File: config.mk
export PLATFORM = sky130hd
export DESIGN_NAME = cache_port_arbiter
export DESIGN_NICKNAME = d
export VERILOG_FILES = /design/src/rtl/cache_port_arbiter.sv
export SDC_FILE = /design/constraint.sdc
export NUM_CORES = 1
export LEC_CHECK = 0
export BUFFER_PORTS_ARGS = -buffer_cell sky130_fd_sc_hd__buf_2
export CAP_MARGIN = 20
export CORE_MARGIN = 5
export CORE_UTILIZATION = 35
export CTS_BUF_LIST = sky130_fd_sc_hd__clkbuf_8 sky130_fd_sc_hd__clkbuf_16
export CTS_CLUSTER_SIZE = 25
export DETAILED_ROUTE_END_ITERATION = 7
export PLACE_DENSITY = 0.69
export SKIP_LAST_GASP = 1
export SYNTH_ARGS = -nofsm -noshare
export SYNTH_HDL_FRONTEND = slang
export SYNTH_SLANG_ARGS = --single-unit
File: constraint.sdc
create_clock -name clk -period 1.55 [get_ports clk]
set_input_delay 0.0775 -clock clk [delete_from_list [all_inputs] [get_ports clk]]
set_output_delay 0.0775 -clock clk [all_outputs]
set_load 0.02 [all_outputs]
File: src/rtl/cache_port_arbiter.sv
// cache_port_arbiter: round-robin sharing of one cache controller; define CACHE_ARB_TIMEOUT_EN to add a WAIT watchdog
module cache_port_arbiter #(
  parameter int NUM_REQ = 2,
  parameter int ADDRESS_WORD_SIZE = 32,
  parameter int WORD_SIZE = 8,
  parameter int TIMEOUT_CYCLES = 64
) (
  input  logic                                 clk,
  input  logic                                 rst_b,
  input  logic [NUM_REQ-1:0]                   req,
  input  logic [NUM_REQ-1:0]                   req_opcode,
  input  logic [NUM_REQ*ADDRESS_WORD_SIZE-1:0] req_addr,
  input  logic [NUM_REQ*WORD_SIZE-1:0]         req_wdata,
  output logic [NUM_REQ-1:0]                   gnt,
  output logic [NUM_REQ-1:0]                   done,
  output logic [WORD_SIZE-1:0]                 rdata,
  output logic                                 err,
  output logic                                 busy,
  output logic                                 cache_start,
  output logic                                 cache_opcode,
  output logic [ADDRESS_WORD_SIZE-1:0]         cache_addr,
  output logic [WORD_SIZE-1:0]                 cache_wdata,
  input  logic                                 cache_ready,
  input  logic [WORD_SIZE-1:0]                 cache_rdata
);
  localparam int IW = $clog2(NUM_REQ);
  typedef enum logic [1:0] {IDLE, GRANT, WAIT, DONE} state_t;
  state_t state, state_n;
  logic [IW-1:0] last, idx, win;
  logic timeout;
  logic [ADDRESS_WORD_SIZE-1:0] addr_a [NUM_REQ];
  logic [WORD_SIZE-1:0] wdata_a [NUM_REQ];
  for (genvar i = 0; i < NUM_REQ; i++) begin : g_split
    assign addr_a[i] = req_addr[i*ADDRESS_WORD_SIZE +: ADDRESS_WORD_SIZE];
    assign wdata_a[i] = req_wdata[i*WORD_SIZE +: WORD_SIZE];
  end
  function automatic logic [IW-1:0] pick(input logic [NUM_REQ-1:0] r, input logic [IW-1:0] l);
    logic [IW-1:0] c;
    pick = l;
    for (int k = NUM_REQ; k >= 1; k--) begin
      c = IW'((int'(l) + k) % NUM_REQ);
      if (r[c]) pick = c;
    end
  endfunction
  assign win = pick(req, last);
  always_comb begin
    state_n = (state == IDLE)  ? ((|req) ? GRANT : IDLE) :
              (state == GRANT) ? WAIT :
              (state == WAIT)  ? ((cache_ready || timeout) ? DONE : WAIT) : IDLE;
  end
  always_ff @(posedge clk) begin
    if (rst_b) begin
      state <= IDLE;
      last <= IW'(NUM_REQ - 1);
      idx <= '0;
      cache_opcode <= 1'b0;
      cache_addr <= '0;
      cache_wdata <= '0;
      rdata <= '0;
    end else begin
      state <= state_n;
      if (state == IDLE && |req) begin
        idx <= win;
        cache_opcode <= req_opcode[win];
        cache_addr <= addr_a[win];
        cache_wdata <= wdata_a[win];
      end
      if (state == WAIT && cache_ready) rdata <= cache_rdata;
      else if (state == WAIT && timeout) rdata <= '0;
      if (state == DONE) last <= idx;
    end
  end
  assign gnt = (state == GRANT) ? NUM_REQ'(1) << idx : '0;
  assign done = (state == DONE) ? NUM_REQ'(1) << idx : '0;
  assign cache_start = state == GRANT;
  assign busy = state != IDLE;
`ifdef CACHE_ARB_TIMEOUT_EN
  localparam int CW = $clog2(TIMEOUT_CYCLES);
  logic [CW-1:0] cnt;
  logic err_q;
  always_ff @(posedge clk) begin
    if (rst_b) begin
      cnt <= '0;
      err_q <= 1'b0;
    end else begin
      cnt <= (state == WAIT) ? cnt + 1'b1 : '0;
      err_q <= timeout && !cache_ready;
    end
  end
  // cnt counts completed WAIT cycles, so the limit is hit on the TIMEOUT_CYCLES-th WAIT cycle
  assign timeout = (state == WAIT) && (cnt == CW'(TIMEOUT_CYCLES - 1));
  assign err = err_q;
`else
  logic unused_timeout;
  assign unused_timeout = |TIMEOUT_CYCLES;
  assign timeout = 1'b0;
  assign err = 1'b0;
`endif
endmodule

==> flow_summary.yaml, run 1 <==
logic_synthesis:
  synthArstFlopShare_pct: 0
  synth_top_area_share_pct: 39.94
  synth_area_leaders: "dfxtp_1 (40%), a311oi_2 (17%), nand3_1 (9.4%)"
  synth_ff_type: "dfxtp_1"
  synth_nets: 402
  yosysUniqueCellTypes: 25
  synthCells: 303
  ys_ff_latch: 53
  synth_edf_count: 0
  syn-cell-area_sq_um: 2656
  yosysTopAreaCell: "dfxtp_1"
  avgSynthCellArea_sq_um: 8.767
  ys_seq_area_share_pct: 39.94
  yosysWarnings: 0
global_routing:
  gr-usage-all-layers_pct: 17.12
  grt_pass1_wl_microns: 13680
  grt_pass1_vias: 2811
  grt_max_degree: 31
  antenna_found_initial: 0
  overflow: 0
clocking:
  clkLatencyLatePin_ns: 0.30
  cts.sinks: 53
  ctsResizeCount: 0
  cts_tree: "done"
  cts-htree-levels: 2
  cts-buffers-inserted: 5
  clkSlewWorstSetupHoldPaths_ns: 0.10
  clockBufferDepth: 2
  ctsHoldBuffers: 0
  root_buffer: "clkbuf_8"
  cts_setup_buffers: 0
power:
  fin_total_pwr_w: 0.003395
  ir_worst_vdd_mv: 0.3641
  p_leak_nw: 1.618
  powerDensity_nw_per_um2: 940.5
cells_and_area:
  layout-drive-gt1-share_pct: 46.59
  fill_cells: 722
  antennaDiodeCount: 0
  nets: 538
  fin_cells: 539
  syn2layout_area_growth_pct: 35.89
  fin_area_sq_um: 3610
  final_common_cell: "buf_2"
  layout_common_cells: "buf_2 (149), dfxtp_1 (53), nand3_1 (50)"
  fin_util_pct: 49.24
placement:
  dp_hpwl_microns: 6195
  dpl_cell_area_sq_um: 3508
  placed_cells: 531
  place.gp.congestion: 0.8099
  port_buffers: 149
worst_hold_path:
  hp-start: "cache_rdata[1]"
  worstHoldPathType: "input port to register"
  hold_depth: 3
sta:
  final_hold_viol_count: 0
  rsz0062_at_grt: "yes"
  fin_skew_ns: 0.009183
  period_needed_ns: 1.444
  max_freq_mhz: 692.4
  final-setup-viol-count: 0
  slew_viol_final: 0
  fin_crit_sh_pct: 93.17
die:
  core_area_sq_um: 7331
  initial_core_util_pct: 36.23
  die_h_microns: 97.12
  num_rows: 31
  die_w_microns: 97.12
  io_pins: 151
  die_area_sq_um: 9431
run_status:
  status: "finished clean"
setup_path:
  r2r_start: "state[0]"
  cp_data_required_time_ns: 1.77
  cp-start-kind: "register"
  cp.arrival_ns: 1.66
  cp-end-kind: "register"
  cp-startpoint: "state[0]"
  crit_type: "register to register"
  r2r.worst_path.cells: 6
  crit_fanout: 30
drt:
  wl_per_cell_microns: 15.44
  vias: 2842
  drtIter0Drc: 95
  ant_nets: 0
  drtPass1Iterations: 4
  finalWirelength_microns: 8320
  drc_errors: 0
  via_per_inst: 5.273
flow_run:
  max_cap_violations: 0
-- kinds of logic (layout without fill, tap and decap cells) --
kind of cell,after synthesis,after routing,synth area share (%)
DFF,53,53,39.94
other,1,1,0.1412
buffers and inverters,39,176,8.149
AOI/OAI and AO/OA,95,95,31.04
and+or+nand+nor,111,111,18.84
adders and majority gates,4,4,1.884
-- Yosys cell counts, types with 3 or more instances --
| master | instances |
|---|---|
| a21oi_1 | 10 |
| a311oi_1 | 11 |
| a311oi_2 | 30 |
| and2_1 | 3 |
| buf_2 | 20 |
| buf_4 | 4 |
| buf_6 | 3 |
| clkbuf_1 | 6 |
| dfxtp_1 | 53 |
| ha_1 | 4 |
| inv_1 | 4 |
| nand2_1 | 10 |
| nand3_1 | 50 |
| nor2_1 | 43 |
| o21ai_0 | 41 |
-- where the power goes --
group          switching (W)  internal, W  total [W]
logic               0.000581     0.000404   0.000985
clock network       0.000447     0.000405   0.000852
registers          0.0000662      0.00149    0.00156
-- state kept, by name, indices dropped and copies added (netlist names) --
signal	cells
last	1
cache_addr	32
rdata	8
cache_opcode	1
state	2
cache_wdata	8
idx	1
-- worst paths after layout --
check / slack, ns / to
hold reg to reg: 0.46 / rdata[1]
hold / removal: 0.02 / rdata[1]
setup reg to reg: 0.11 / cache_wdata[4]
setup / recovery: 0.11 / cache_wdata[4]
-- area by class of cell --
type	instances	area, sq um	share of cell area, %
Sequential cell	53	1061	29.39
Clock buffer	7	96.34	2.669
Timing Repair Buffer	164	920.9	25.51
Multi-Input combinational cell	211	1388	38.44
Tap cell	99	123.9	3.432
Clock inverter	1	5.005	0.1386
Inverter	4	15.01	0.4159
-- critical path: stages, from the launching register on --
cell and delay, ns:
dfxtp_1 0.34, inv_1 0.08, ha_1 0.18, o21a_4 0.22, buf_12 0.21, nor2_1 0.08, a311oi_2 0.24
-- metrics by stage --
step                setup TNS (ns)  hold slack [ns]  setup WS [ns]
finish                           0          0.02343         0.1058
detailed placement               0           0.3389         0.1224
CTS                              0         0.006240        0.09912
global route              -0.04771          0.02414       -0.01437
global placement                 0           0.3311         0.1980
floorplan                        0           0.2250         0.1858
-- layer usage --
metal	wire, microns	share of wire, %	track usage (%)
met2	4080	49	29.62
met5	0	0	0
met4	50	0.60	3.240
met1	3586	43	21.60
met3	603	7.2	4.379
Power figures use the tool's default switching activity.
==> run 2: changes to the inputs <==
- REMOVE_ABC_BUFFERS: unset -> 1
==> run 2 against run 1 <==
First-iteration DRC count down 24%. Total power decreased by 2.2%. Critical path type unchanged. Non-clock buffer count shrank 3. Count of clock-buffer cells in the layout shrank 1. Clock power fell by 6.3%. Largest power group unchanged. Sequential power is essentially flat. Via count is 3.1% lower. Setup slack lost 0.031 ns.
==> flow_summary.yaml, run 2 (synthesized netlist as in run 1, its figures left out) <==
run_status:
  status: "finished clean"
cells_and_area:
  antennaDiodeCount: 0
  multi_input_area_sq_um: 1390
  fill_cells: 709
  layout-drive-gt1-share_pct: 46.33
  regArea_sq_um: 1061
  largest_register_ffs: 32
  syn2layout_area_growth_pct: 34.24
  final_common_cell: "buf_2"
  top_register: "cache_addr"
  nets: 535
  fin_util_pct: 48.64
  largestRegisters: "cache_addr x32, cache_wdata x8, rdata x8"
  fin_area_sq_um: 3566
  layout_common_cells: "buf_2 (149), dfxtp_1 (53), nand3_1 (50)"
die:
  core_area_sq_um: 7331
  initial_core_util_pct: 36.23
  die_h_microns: 97.12
  die_w_microns: 97.12
  die_area_sq_um: 9431
  io_pins: 151
  num_rows: 31
sta:
  final_hold_viol_count: 0
  fin_skew_ns: 0.009652
  final-setup-viol-count: 0
  max_freq_mhz: 678.0
  slew_viol_final: 0
  hold-worst-slack_ns: 0.01601
  fin_crit_sh_pct: 95.16
  relSlewSlack_pct: 62.75
  period_needed_ns: 1.475
  worst_pin_slew_ns: 0.5587
  rsz0062_at_grt: "yes"
drt:
  vias: 2755
  finalWirelength_microns: 7857
  drtPass1Iterations: 6
  ant_nets: 0
  drc_errors: 0
  drtIter0Drc: 72
  via_per_inst: 5.150
  wl_per_cell_microns: 14.69
power:
  ir_worst_vdd_mv: 0.3948
  switching_share_pct: 32.63
  fin_total_pwr_w: 0.003319
  clkPwrFrac_pct: 24.1
  p_leak_nw: 1.587
  p_switching_w: 0.001083
  sequentialPowerShare_pct: 47.0
  internal_power_w: 0.002236
  powerDensity_nw_per_um2: 930.9
  p_comb_share_pct: 29.0
clocking:
  cts.sinks: 53
  ctsResizeCount: 0
  cts-buffers-inserted: 5
  root_buffer: "clkbuf_8"
  cts-htree-levels: 2
  cts_setup_buffers: 0
  clkSlewWorstSetupHoldPaths_ns: 0.10
  ctsHoldBuffers: 0
  cts_tree: "done"
  clkLatencyLatePin_ns: 0.30
  clockBufferDepth: 2
placement:
  dp_hpwl_microns: 5918
  port_buffers: 149
  place.gp.congestion: 0.7954
  dpl_cell_area_sq_um: 3473
setup_path:
  cp_data_required_time_ns: 1.77
  cp-end-kind: "register"
  cp.arrival_ns: 1.69
  crit_fanout: 42
  cp-start-kind: "register"
  cp-startpoint: "state[1]"
  r2r_start: "state[1]"
  rrSetupSlack_ns: 0.08
  crit_type: "register to register"
global_routing:
  gr-usage-all-layers_pct: 15.91
  overflow: 0
  grt_pass1_wl_microns: 12630
  grt_pass1_vias: 2657
  antenna_found_initial: 0
  grt_max_degree: 43
worst_hold_path:
  worstHoldPathType: "input port to register"
  hp-start: "cache_rdata[4]"
flow_run:
  max_cap_violations: 0
==> run 2: changes by cell type in the layout (fill, tap and decap cells not counted) <==
cell,delta
ha_2,+1
buf_12,-1
clkinvlp_4,+1
clkbuf_8,-1
clkinv_2,-1
ha_1,-1
buf_4,-2
==> run 2: power groups by stage <==
stage | registers, W | clock network, W | logic (W)
6_report | 0.00156 | 0.000798 | 0.000962
5_1_grt | 0.00158 | 0.000880 | 0.00104
4_1_cts | 0.00156 | 0.000827 | 0.000970
3_5_place_dp | 0.00159 | 0 | 0.000968
3_3_place_gp | 0.00159 | 0 | 0.000950
2_1_floorplan | 0.00174 | 0 | 0.000405
==> run 2: final timing paths <==
kind | endpoint | depth (start not counted)
worst max-delay path | cache_addr[21] | 6
worst min-delay path | rdata[4] | 3
worst max register to register | cache_addr[21] | 6
worst min register to register | rdata[4] | 2
==> run 2: layout make-up <==
cell class	count	share of cell area (%)
inverter	4	0.4211
timing repair buffer	161	24.84
sequential	53	29.75
clock buffer	6	2.316
tap	99	3.474
clock inverter	1	0.2105
multi-input combinational	211	38.98
==> run 2: critical path, cell delays in order, from the launching register on <==
cell,delay (ns)
dfxtp_1,0.35
inv_1,0.08
ha_2,0.22
o21a_4,0.17
buf_12,0.22
nor2_1,0.09
a311oi_2,0.24
==> run 2: stage by stage <==
stage	std cells	setup slack (ns)	TNS, ns
global route	535	-0.05406	-0.2533
detailed placement	528	0.06385	0
floorplan	268	-0.5411	-22.16
global placement	528	0.1533	0
finish	535	0.07502	0
CTS	535	0.04764	0
==> run 2: layer usage <==
metal	global-route usage, %	up-vias	share of wire (%)
li1	-	1366	-
met1	19.34	1277	44
met2	27.49	106	47
met3	5.025	6	8.1
met4	3.348	0	0.79
met5	0	-	0
